**src/rtl/simon_input_loader.sv**
```systemverilog
// Host-side word loader for a SIMON block cipher: packs N-bit host words into a
// 2N-bit plaintext and an M-word key, then hands each off with a new*/ld* handshake.
module simon_input_loader #(
  parameter int N = 16,
  parameter int M = 4
) (
  input  logic                clk,
  input  logic                nR,
  input  logic                wrValid,
  input  logic                wrSel,
  input  logic [N-1:0]        wrData,
  output logic                rdyData,
  output logic                rdyKey,
  input  logic                flush,
  output logic [2*N-1:0]      plain,
  output logic [M-1:0][N-1:0] key,
  output logic                newData,
  output logic                newKey,
  input  logic                ldData,
  input  logic                ldKey,
  output logic                keyValid
);

  localparam int KW = (M > 1) ? $clog2(M) : 1;
  localparam logic [KW-1:0] K_LAST = KW'(M - 1);

  typedef enum logic [1:0] {
    FILL    = 2'd0,
    WAITKEY = 2'd1,
    REQ     = 2'd2,
    ACK     = 2'd3
  } state_t;

  state_t                r_d_state;
  state_t                r_k_state;
  logic [0:0]            r_d_cnt;
  logic [KW-1:0]         r_k_cnt;
  logic [2*N-1:0]        r_plain;
  logic [M-1:0][N-1:0]   r_key;
  logic                  r_new_data;
  logic                  r_new_key;
  logic                  r_key_valid;

  logic                  w_acc_data;
  logic                  w_acc_key;
  logic [KW-1:0]         w_k_idx;

  assign rdyData  = (r_d_state == FILL);
  assign rdyKey   = (r_k_state == FILL);
  assign plain    = r_plain;
  assign key      = r_key;
  assign newData  = r_new_data;
  assign newKey   = r_new_key;
  assign keyValid = r_key_valid;

  assign w_acc_data = wrValid & ~wrSel & rdyData;
  assign w_acc_key  = wrValid &  wrSel & rdyKey;
  // First key word lands in the most significant slot.
  assign w_k_idx    = K_LAST - r_k_cnt;

  // Plaintext path. Only enters REQ once a key has been delivered.
  always_ff @(posedge clk or negedge nR) begin
    if (!nR) begin
      r_d_state  <= FILL;
      r_d_cnt    <= '0;
      r_plain    <= '0;
      r_new_data <= 1'b0;
    end else begin
      // NOTE: non-blocking assignments keep every register reading pre-edge values.
      case (r_d_state)
        FILL: begin
          if (flush) begin
            r_d_cnt <= '0;
          end else if (w_acc_data) begin
            if (r_d_cnt == 1'b0) begin
              r_plain[2*N-1:N] <= wrData;
              r_d_cnt          <= 1'b1;
            end else begin
              r_plain[N-1:0] <= wrData;
              r_d_cnt        <= '0;
              if (r_key_valid) begin
                r_d_state  <= REQ;
                r_new_data <= 1'b1;
              end else begin
                r_d_state <= WAITKEY;
              end
            end
          end
        end
        WAITKEY: begin
          if (r_key_valid) begin
            r_d_state  <= REQ;
            r_new_data <= 1'b1;
          end
        end
        REQ: begin
          if (ldData) r_d_state <= ACK;
        end
        ACK: begin
          if (!ldData) begin
            r_d_state  <= FILL;
            r_new_data <= 1'b0;
            r_d_cnt    <= '0;
          end
        end
        default: r_d_state <= FILL;
      endcase
    end
  end

  // Key path; never waits on the plaintext path.
  always_ff @(posedge clk or negedge nR) begin
    if (!nR) begin
      r_k_state   <= FILL;
      r_k_cnt     <= '0;
      r_key       <= '0;
      r_new_key   <= 1'b0;
      r_key_valid <= 1'b0;
    end else begin
      case (r_k_state)
        FILL: begin
          if (flush) begin
            r_k_cnt <= '0;
          end else if (w_acc_key) begin
            r_key[w_k_idx] <= wrData;
            if (r_k_cnt == K_LAST) begin
              r_k_cnt   <= '0;
              r_k_state <= REQ;
              r_new_key <= 1'b1;
            end else begin
              r_k_cnt <= r_k_cnt + 1'b1;
            end
          end
        end
        REQ: begin
          if (ldKey) r_k_state <= ACK;
        end
        ACK: begin
          if (!ldKey) begin
            r_k_state   <= FILL;
            r_new_key   <= 1'b0;
            r_k_cnt     <= '0;
            r_key_valid <= 1'b1;
          end
        end
        default: r_k_state <= FILL;
      endcase
    end
  end

endmodule

```
**config.mk**
```make
export PLATFORM = sky130hd
export DESIGN_NAME = simon_input_loader
export DESIGN_NICKNAME = d
export VERILOG_FILES = /design/src/rtl/simon_input_loader.sv
export SDC_FILE = /design/constraint.sdc
export NUM_CORES = 1
export LEC_CHECK = 0
export CORE_ASPECT_RATIO = 2
export CORE_MARGIN = 2
export CORE_UTILIZATION = 40
export CTS_CLUSTER_DIAMETER = 40
export DETAILED_ROUTE_END_ITERATION = 7
export PLACE_DENSITY = 0.78
export SLEW_MARGIN = 30
export SYNTH_ARGS = -nofsm -noshare
export SYNTH_HDL_FRONTEND = slang
export SYNTH_SLANG_ARGS = --single-unit
export TNS_END_PERCENT = 5
```
**constraint.sdc**
```tcl
create_clock -name clk -period 2.25 [get_ports clk]
set_input_delay 0.45 -clock clk [delete_from_list [all_inputs] [get_ports clk]]
set_output_delay 0.45 -clock clk [all_outputs]
set_load 0.02 [all_outputs]
```
==> flow_metrics.env <==
export IMPL_critPathSlowestCell="dfrtp_1"
export IMPL_arrival_ns=2.25
export IMPL_synth_edf_count=0
export IMPL_row_count=55
export IMPL_worst_slew_pin_slew_ns=0.570
export IMPL_drc_errors=0
export IMPL_path_max_fanout=14
export IMPL_clk_latency_ns=0.34
export IMPL_relSlewSlack=0.610
export IMPL_cp_num_buf_inv=2
export IMPL_crit_chain="inv_1 > ha_1 > nor2b_4 > and3_1 > buf_12 > mux2_2"
export IMPL_antenna_cells=0
export IMPL_skew_ns=0.00727
export IMPL_cts_root_buf="clkbuf_16"
export IMPL_grt_pass1_wl_mm=17.1
export IMPL_final_nets=461
export IMPL_synth_compound_area_frac=0.0292
export IMPL_antenna_found_initial=0
export IMPL_drtIter0Drc=129
export IMPL_grt_pass1_vias=3024
export IMPL_hold_path_class="in2async"
export IMPL_cp_required_ns=2.48
export IMPL_syn_nets=324
export IMPL_timing_final_crit_share=0.901
export IMPL_routed_wl_mm=10.7
export IMPL_die_area_um2=12500
export IMPL_dr_pass1_iters=4
export IMPL_route_detailed_wl_per_inst_um=18.9
export IMPL_p_leak_nw=2.95
export IMPL_drt_antenna_violating_nets=0
export IMPL_routabilityCongestion=0.783
export IMPL_syn_area_per_cell_um2=16.3
export IMPL_syn_area_um2=4630
export IMPL_hold_buffers=0
export IMPL_core_um2=11300
export IMPL_ios=124
export IMPL_area_growth_pct=38.1
export IMPL_clock_path_buffers=2
export IMPL_grt_util_all_layers=0.182
export IMPL_fmax_mhz=493
export IMPL_ys_seq_area_frac=0.572
export IMPL_synth_xor_xnor_area_share=0
export IMPL_cts_sinks=106
export IMPL_cts_tree="done"
export IMPL_power_density_nw_per_um2=1320
export IMPL_synthSimpleGateAreaFrac=0.0445
export IMPL_num_vias=2828
export IMPL_path_clk_slew_ns=0.07
export IMPL_maxSlewViolCount=0
export IMPL_ys_seq_elements=106
export IMPL_synth_top_family_by_area="multiplexers"
export IMPL_crit_family="simple AND/OR/NAND/NOR gates"
export IMPL_synthAdderAreaFrac=0.0432
export IMPL_port_buffers=123
export IMPL_cts_buffers=9
export IMPL_status="completed"
export IMPL_finalHoldViolCount=0
export IMPL_synth_cells=285
export IMPL_yosysUniqueCellTypes=34
export IMPL_hold_ws_ns=0.0329
export IMPL_min_period_ns=2.03
export IMPL_synthMuxAreaShare=0.276
export IMPL_die_h_um=156
export IMPL_setup_violations=0
export IMPL_critical_path_class="reg2reg"
export IMPL_overflow=0
export IMPL_finalPower_mw=8.43
export IMPL_utilization=0.567
export IMPL_htreeDepth=3
export IMPL_cp_end_kind="flip-flop"
export IMPL_max_stage_delay_ns=0.41
export IMPL_maxCapViolCount=0
export IMPL_rsz0062_at_grt="false"
export IMPL_startpoint_type="flip-flop"
export IMPL_drive_above_1_share=0.315
export IMPL_async_reset_ff_frac=1.00
export IMPL_irDropWorstVdd_mv=0.566
export IMPL_via_per_inst=4.98
export IMPL_grt_max_degree=43
export IMPL_die_w_um=80.1
export IMPL_yosys_warnings=0
export IMPL_tns_ns=0
export IMPL_synth_flop_cell="dfrtp_1"
export IMPL_initial_core_util=0.411
export IMPL_post_dp_hpwl_mm=8.02
-- stage by stage --
step | cell area [um^2] | worst slack, ns | cells
finish | 6400 | 0.222 | 568
global route | 6400 | 0.114 | 568
CTS | 6400 | 0.208 | 568
detailed placement | 6070 | 0.0217 | 553
global placement | 6070 | 0.0557 | 553
floorplan | 4630 | 0.272 | 285
-- cell usage in the layout, fill, tap and decap left out, drive strengths merged, types with 2 or more instances in the layout --
cell type / synthesis / final
bufinv: 0 / 2
o211a: 2 / 2
nand4: 2 / 2
and2: 3 / 3
nand3b: 2 / 2
dlygate4sd2: 0 / 2
a22o: 2 / 2
mux2i: 6 / 6
clkbuf: 0 / 11
clkdlybuf4s50: 0 / 120
nor3b: 2 / 2
dfrtp: 106 / 106
and3: 4 / 4
a2111oi: 3 / 3
mux2: 97 / 97
ha: 16 / 16
inv: 11 / 12
nor2b: 4 / 4
nor2: 2 / 2
nand2b: 2 / 2
o21ai: 2 / 2
buf: 9 / 13
-- logic make-up (layout without fill, tap and decap cells) --
kind of cell / Yosys count / in the layout
AO/OA/AOI/OAI: 15 / 15
adder cells (fa/ha/maj): 16 / 16
buffers and inverters: 20 / 161
flip-flops: 106 / 106
multiplexers: 103 / 103
AND/OR/NAND/NOR: 25 / 25
-- where the power goes --
group / internal, mW / total (mW) / switching (mW) / leakage (nW)
registers: 2.59 / 3.02 / 0.427 / 1.36
clock network: 1.03 / 1.69 / 0.662 / 0.162
logic: 1.98 / 3.72 / 1.74 / 1.42
-- synth_stat cells (all sizes together) (3+ instances only) --
master	count	area, um^2
nor2b	4	32.5
inv	11	41.3
a2111oi	3	32.5
dfrtp	106	2650
buf	9	119
and3	4	25.0
and2	3	18.8
mux2i	6	60.1
mux2	97	1220
ha	16	200
-- worst reg2reg max path, stage by stage (launching register included) --
cell	delay [ns]
dfrtp_1	0.41
inv_1	0.14
ha_1	0.28
nor2b_4	0.28
and3_1	0.26
buf_12	0.19
mux2_2	0.35
-- path summary, 6_finish.rpt --
kind | cells after the start | start | endpoint | slack (ns)
max | 6 | r_k_state[0] | key[16] | 0.22
min | 1 | nR | key[52] | 0.03
max reg2reg | 6 | r_k_state[0] | key[16] | 0.22
min reg2reg | 1 | key[1] | key[1] | 0.51
max in group asynchronous | 2 | nR | key[46] | 1.66
min in group clk | 1 | key[1] | key[1] | 0.51
-- sequential cells by signal, indices dropped and copies added (netlist names) --
name       cells
key           64
r_k_state      2
keyValid       1
newData        1
r_k_cnt        2
newKey         1
r_d_cnt        1
r_d_state      2
plain         32
-- timing repair --
action | 4_1_cts | 5_1_grt
gates resized for setup | 3 | 0
endpoints found under the setup margin | 2 | 0
setup buffers | 0 | 0
-- routing by layer --
| layer | share of wire | wire length (um) | track usage | vias to the layer above |
|---|---|---|---|---|
| li1 | - | - | - | 1288 |
| met1 | 0.37 | 3960 | 0.206 | 1441 |
| met2 | 0.56 | 6010 | 0.325 | 78 |
| met3 | 0.035 | 379 | 0.0381 | 21 |
| met4 | 0.035 | 372 | 0.0791 | 0 |
| met5 | 0 | 0 | 0 | - |
-- final cells by class --
class | instances | area, um^2
flip-flops and latches | 106 | 2650
well taps | 142 | 178
repair buffers | 135 | 1380
clock buffers | 11 | 253
fillers | 920 | 4880
inverters | 11 | 41.3
clock inverters | 4 | 73.8
multi-input cells | 159 | 1820
Note: power is estimated with default switching activity, not from simulation.
